[config.mk]
export PLATFORM = sky130hd
export DESIGN_NAME = univ_shift_register
export DESIGN_NICKNAME = d
export VERILOG_FILES = /design/src/rtl/univ_shift_register.sv
export SDC_FILE = /design/constraint.sdc
export NUM_CORES = 1
export LEC_CHECK = 0
export CAP_MARGIN = 20
export CORE_UTILIZATION = 51
export DETAILED_ROUTE_END_ITERATION = 16
export GPL_ROUTABILITY_DRIVEN = 0
export HOLD_SLACK_MARGIN = 0.15
export PLACE_DENSITY = 0.83
export SKIP_LAST_GASP = 1
export SYNTH_ARGS = -nofsm -noshare
export SYNTH_HDL_FRONTEND = slang
export SYNTH_SLANG_ARGS = --single-unit
[constraint.sdc]
create_clock -name clk -period 2.2 [get_ports clk]
set_clock_uncertainty 0.2 [all_clocks]
set_input_delay 0.44 -clock clk [delete_from_list [all_inputs] [get_ports clk]]
set_output_delay 0.44 -clock clk [all_outputs]
set_load 0.02 [all_outputs]
[src/rtl/univ_shift_register.sv]
// univ_shift_register: parametrised register with enable, load, variable shifts/rotates, clear, carry-out and zero flag
module univ_shift_register #(
  parameter int WIDTH   = 8,
  parameter int SHAMT_W = 4
) (
  input  logic               clk,
  input  logic               rst,
  input  logic               en,
  input  logic [2:0]         mode,
  input  logic [WIDTH-1:0]   d,
  input  logic [SHAMT_W-1:0] shamt,
  input  logic               sin,
  output logic [WIDTH-1:0]   q,
  output logic               cout,
  output logic               zero
);
  localparam int KW = (SHAMT_W > $clog2(WIDTH + 1)) ? SHAMT_W : $clog2(WIDTH + 1);
  typedef enum logic [2:0] {HOLD, LOAD, SHL, SHR, ROTL, ROTR, ASR, CLR} mode_t;
  logic [KW-1:0]    k, kk, kr;
  logic             fill;
  logic [WIDTH-1:0] nq;
  logic             ncout;
  // Shifts run on q padded with the fill bits plus one guard bit that catches the last bit out.
  always_comb begin
    k     = KW'(shamt);
    kk    = (k >= KW'(WIDTH)) ? KW'(WIDTH) : k;
    kr    = k % KW'(WIDTH);
    fill  = (mode_t'(mode) == ASR) ? q[WIDTH-1] : sin;
    nq    = q;
    ncout = cout;
    case (mode_t'(mode))
      LOAD: nq = d;
      SHL: if (kk != '0) begin
        nq    = WIDTH'(({1'b0, q, {WIDTH{sin}}} << kk) >> WIDTH);
        ncout = 1'(({1'b0, q, {WIDTH{sin}}} << kk) >> (2 * WIDTH));
      end
      SHR, ASR: if (kk != '0) begin
        nq    = WIDTH'(({{WIDTH{fill}}, q, 1'b0} >> kk) >> 1);
        ncout = 1'({{WIDTH{fill}}, q, 1'b0} >> kk);
      end
      ROTL: if (kr != '0) begin
        nq    = WIDTH'(({q, q} << kr) >> WIDTH);
        ncout = nq[0];
      end
      ROTR: if (kr != '0) begin
        nq    = WIDTH'({q, q} >> kr);
        ncout = nq[WIDTH-1];
      end
      CLR: begin
        nq    = '0;
        ncout = 1'b0;
      end
      default: ;
    endcase
  end
  always_ff @(posedge clk or posedge rst) begin
    if (rst) begin
      q    <= '0;
      cout <= 1'b0;
    end else if (en) begin
      q    <= nq;
      cout <= ncout;
    end
  end
  assign zero = ~|q;
endmodule

==> impl_metrics.py <==
metrics = {
    "status": {
        "run_status": "finished, violations left",
        "violations": "setup timing",
    },
    "yosys": {
        "synth_nets": 287,
        "synth.avg_cell_area_sq_um": 8.212,
        "synth-edff-count": 0,
        "synthesis.area_sq_um": 2201,
        "synth_top_family_by_area": "multiplexers",
        "synthArstFlopShare": 1.000,
        "synth_compound_area_frac": 0.2666,
        "synthDominantCellAreaShare": 0.1273,
        "synth.area.top_cells": "mux2i_1 13%, mux4_2 11%, dfrtp_1 10%",
        "synth_fa_ha_area_frac": 0,
        "synthDistinctLibCells": 62,
        "synth_ff_type": "dfrtp_1",
        "syn_inst": 268,
        "synthMuxAreaShare": 0.3218,
        "yosysSeqAreaShare": 0.1023,
        "yosys_warnings": 0,
        "synthSimpleGateAreaFrac": 0.2223,
        "yosys.area.top_type": "mux2i_1",
        "synth_xor_area_frac": 0.003980,
        "synth.ff_latch_count": 9,
    },
    "routing": {
        "drt_iter0_markers": 459,
        "wl_per_cell_um": 24.96,
        "drc": 0,
        "firstDrtPassIters": 8,
        "viasPerCell": 7.548,
        "drt_wl_total_um": 9982,
        "ant_nets": 0,
        "vias": 3019,
    },
    "power_and_ir_drop": {
        "ir_drop_mv": 0.3140,
        "power.share.switching": 0.4522,
        "seq_power_share": 0.134,
        "p_sw_mw": 0.7842,
        "p_leak_nw": 1.351,
        "power_frac_comb": 0.746,
        "p_total_mw": 1.734,
        "pwr_density_cell_nw_per_um2": 527.6,
        "power.share.clock": 0.120,
        "intPower_mw": 0.9500,
    },
    "finish": {
        "fin_area_sq_um": 3287,
        "fin_nets": 370,
        "final_common_cell": "buf_4",
        "area_growth_pct": 49.35,
        "drive_gt1_frac": 0.4200,
        "fillers": 228,
        "n_antenna_cell": 0,
        "mostFrequentLayoutCells": "74 x buf_4, 26 x mux2i_1, 22 x nor2_1",
    },
    "sta": {
        "rsz0062_at_grt": "true",
        "period_share": 1.014,
        "slew_violations": 0,
        "max_freq_ghz": 0.4481,
        "tightest_slew_ns": 0.4630,
        "period_minus_slack_ns": 2.232,
        "slew_headroom": 0.6870,
        "final.setup.tns_ns": -0.07139,
        "setup_viol": 4,
        "final_hold_viol_count": 0,
        "layout_setup_ws_ns": -0.03182,
    },
    "grt": {
        "grt_pass1_wl_um": 14070,
        "antenna_found_initial": 0,
        "track_usage": 0.4246,
        "grt_pass1_vias": 2700,
        "grt-ovfl-total": 0,
        "grt_max_degree": 23,
    },
    "cts": {
        "cts_max_path_buffers": 2,
        "clock_latency_ns": 0.25,
        "clkSlewWorstSetupHoldPaths_ns": 0.05,
        "cts_buffers": 3,
        "cts_root_buf": "clkbuf_8",
        "cts_htree_levels": 1,
        "cts_tree": "yes",
        "clock-sinks": 9,
    },
    "place": {
        "pre_cts_slack_ns": -0.4976,
        "place_hpwl_um": 6378,
        "port_buffers": 28,
        "place_area_sq_um": 3005,
    },
    "floorplanning": {
        "die_area_sq_um": 4582,
        "start_util": 0.5424,
        "die_w_um": 67.69,
        "ios": 29,
        "core_area_sq_um": 4058,
        "die_height_um": 67.69,
        "rows": 23,
    },
    "min_path": {
        "min-delay-path-class": "in -> async",
    },
    "worst_setup_path": {
        "worst_ep_required_time_ns": 1.56,
        "startpoint_type": "flop",
        "endpoint_kind": "output port",
        "crit_start": "q[3]",
        "timing.rr.start": "q[7]",
        "path_max_fanout": 2,
        "cp_data_arrival_time_ns": 1.59,
        "worst-setup-path-type": "reg -> out",
    },
    "run": {
        "max_cap_viol_count": 0,
    },
}
-- kinds of logic (layout without fill, tap and decap cells) --
kind of cell    after synthesis  after routing
flops                         9              9
buf+inv                      37            119
mux                          52             52
compound gates               79             79
xor+xnor                      1              1
simple gates                 90             90
-- synth_stat cells (all sizes together) (3+ instances only) --
| cell type | count |
|---|---|
| dfrtp | 9 |
| buf | 19 |
| a221oi | 4 |
| nand3b | 6 |
| nand2 | 14 |
| nor2 | 24 |
| nor3 | 4 |
| a211oi | 7 |
| inv | 3 |
| clkbuf | 15 |
| o21ai | 8 |
| a211o | 3 |
| a21oi | 18 |
| nand3 | 4 |
| nor2b | 7 |
| mux4 | 13 |
| nand2b | 7 |
| and2 | 4 |
| a2111oi | 4 |
| a31oi | 7 |
| o211ai | 3 |
| mux2i | 28 |
| or3 | 3 |
| mux2 | 11 |
| or4 | 3 |
| o221a | 4 |
-- worst paths after layout --
kind,to,cells after the start,slack [ns]
min reg2reg,cout,1,0.44
max reg2reg,q[0],6,-0.02
min,q[2],2,0.31
max,zero,3,-0.03
min in group clk,cout,1,0.44
max in group asynchronous,q[7],2,1.18
-- stage by stage --
stage	util	hold slack, ns	std cells
global route	0.8101	0.3557	400
global placement	0.7407	0.3937	391
floorplan	-	0.06792	268
detailed placement	0.7407	0.3872	391
finish	0.8101	0.3112	400
CTS	0.7814	0.3289	397
-- what timing repair did --
action                     4_1_cts  5_1_grt
hold buffers                     0        0
gates resized for setup         40       20
gates cloned                     0        1
pin swaps                        6        7
setup endpoints to repair       10       10
buffers inserted                 2        2
-- layout make-up --
type                       count  area [sq um]  share of cell area
multi-input combinational    222          1959              0.5961
timing repair buffer         112         982.2              0.2988
sequential                     9         226.5             0.06890
tap                           50         62.56             0.01903
clock buffer                   4         45.04             0.01370
inverter                       3         11.26            0.003426
-- critical path, cell delays in order (launching register included) --
cell and delay (ns):
dfrtp_1 0.40, or4_1 0.61, nor2_4 0.18, buf_4 0.16
-- sequential cells by signal, summed over array words and instances, names as in the netlist --
signal,flops
q,8
cout,1
-- power by group through the flow --
stage	registers (mW)	clock network, mW	logic, mW
2_1_floorplan	0.276	0	0.591
3_3_place_gp	0.220	0	1.06
3_5_place_dp	0.221	0	1.09
4_1_cts	0.220	0.194	1.16
5_1_grt	0.231	0.207	1.33
6_report	0.232	0.208	1.29
-- per-layer routing --
metal  global-route usage  up-vias  share of wire
met4               0.2287        0          0.075
met2               0.6720      334           0.44
met5                    0        -              0
met1               0.5333     1362           0.35
met3              0.08953      112           0.13
li1                     -     1211              -
(Power assumes the default switching activity.)
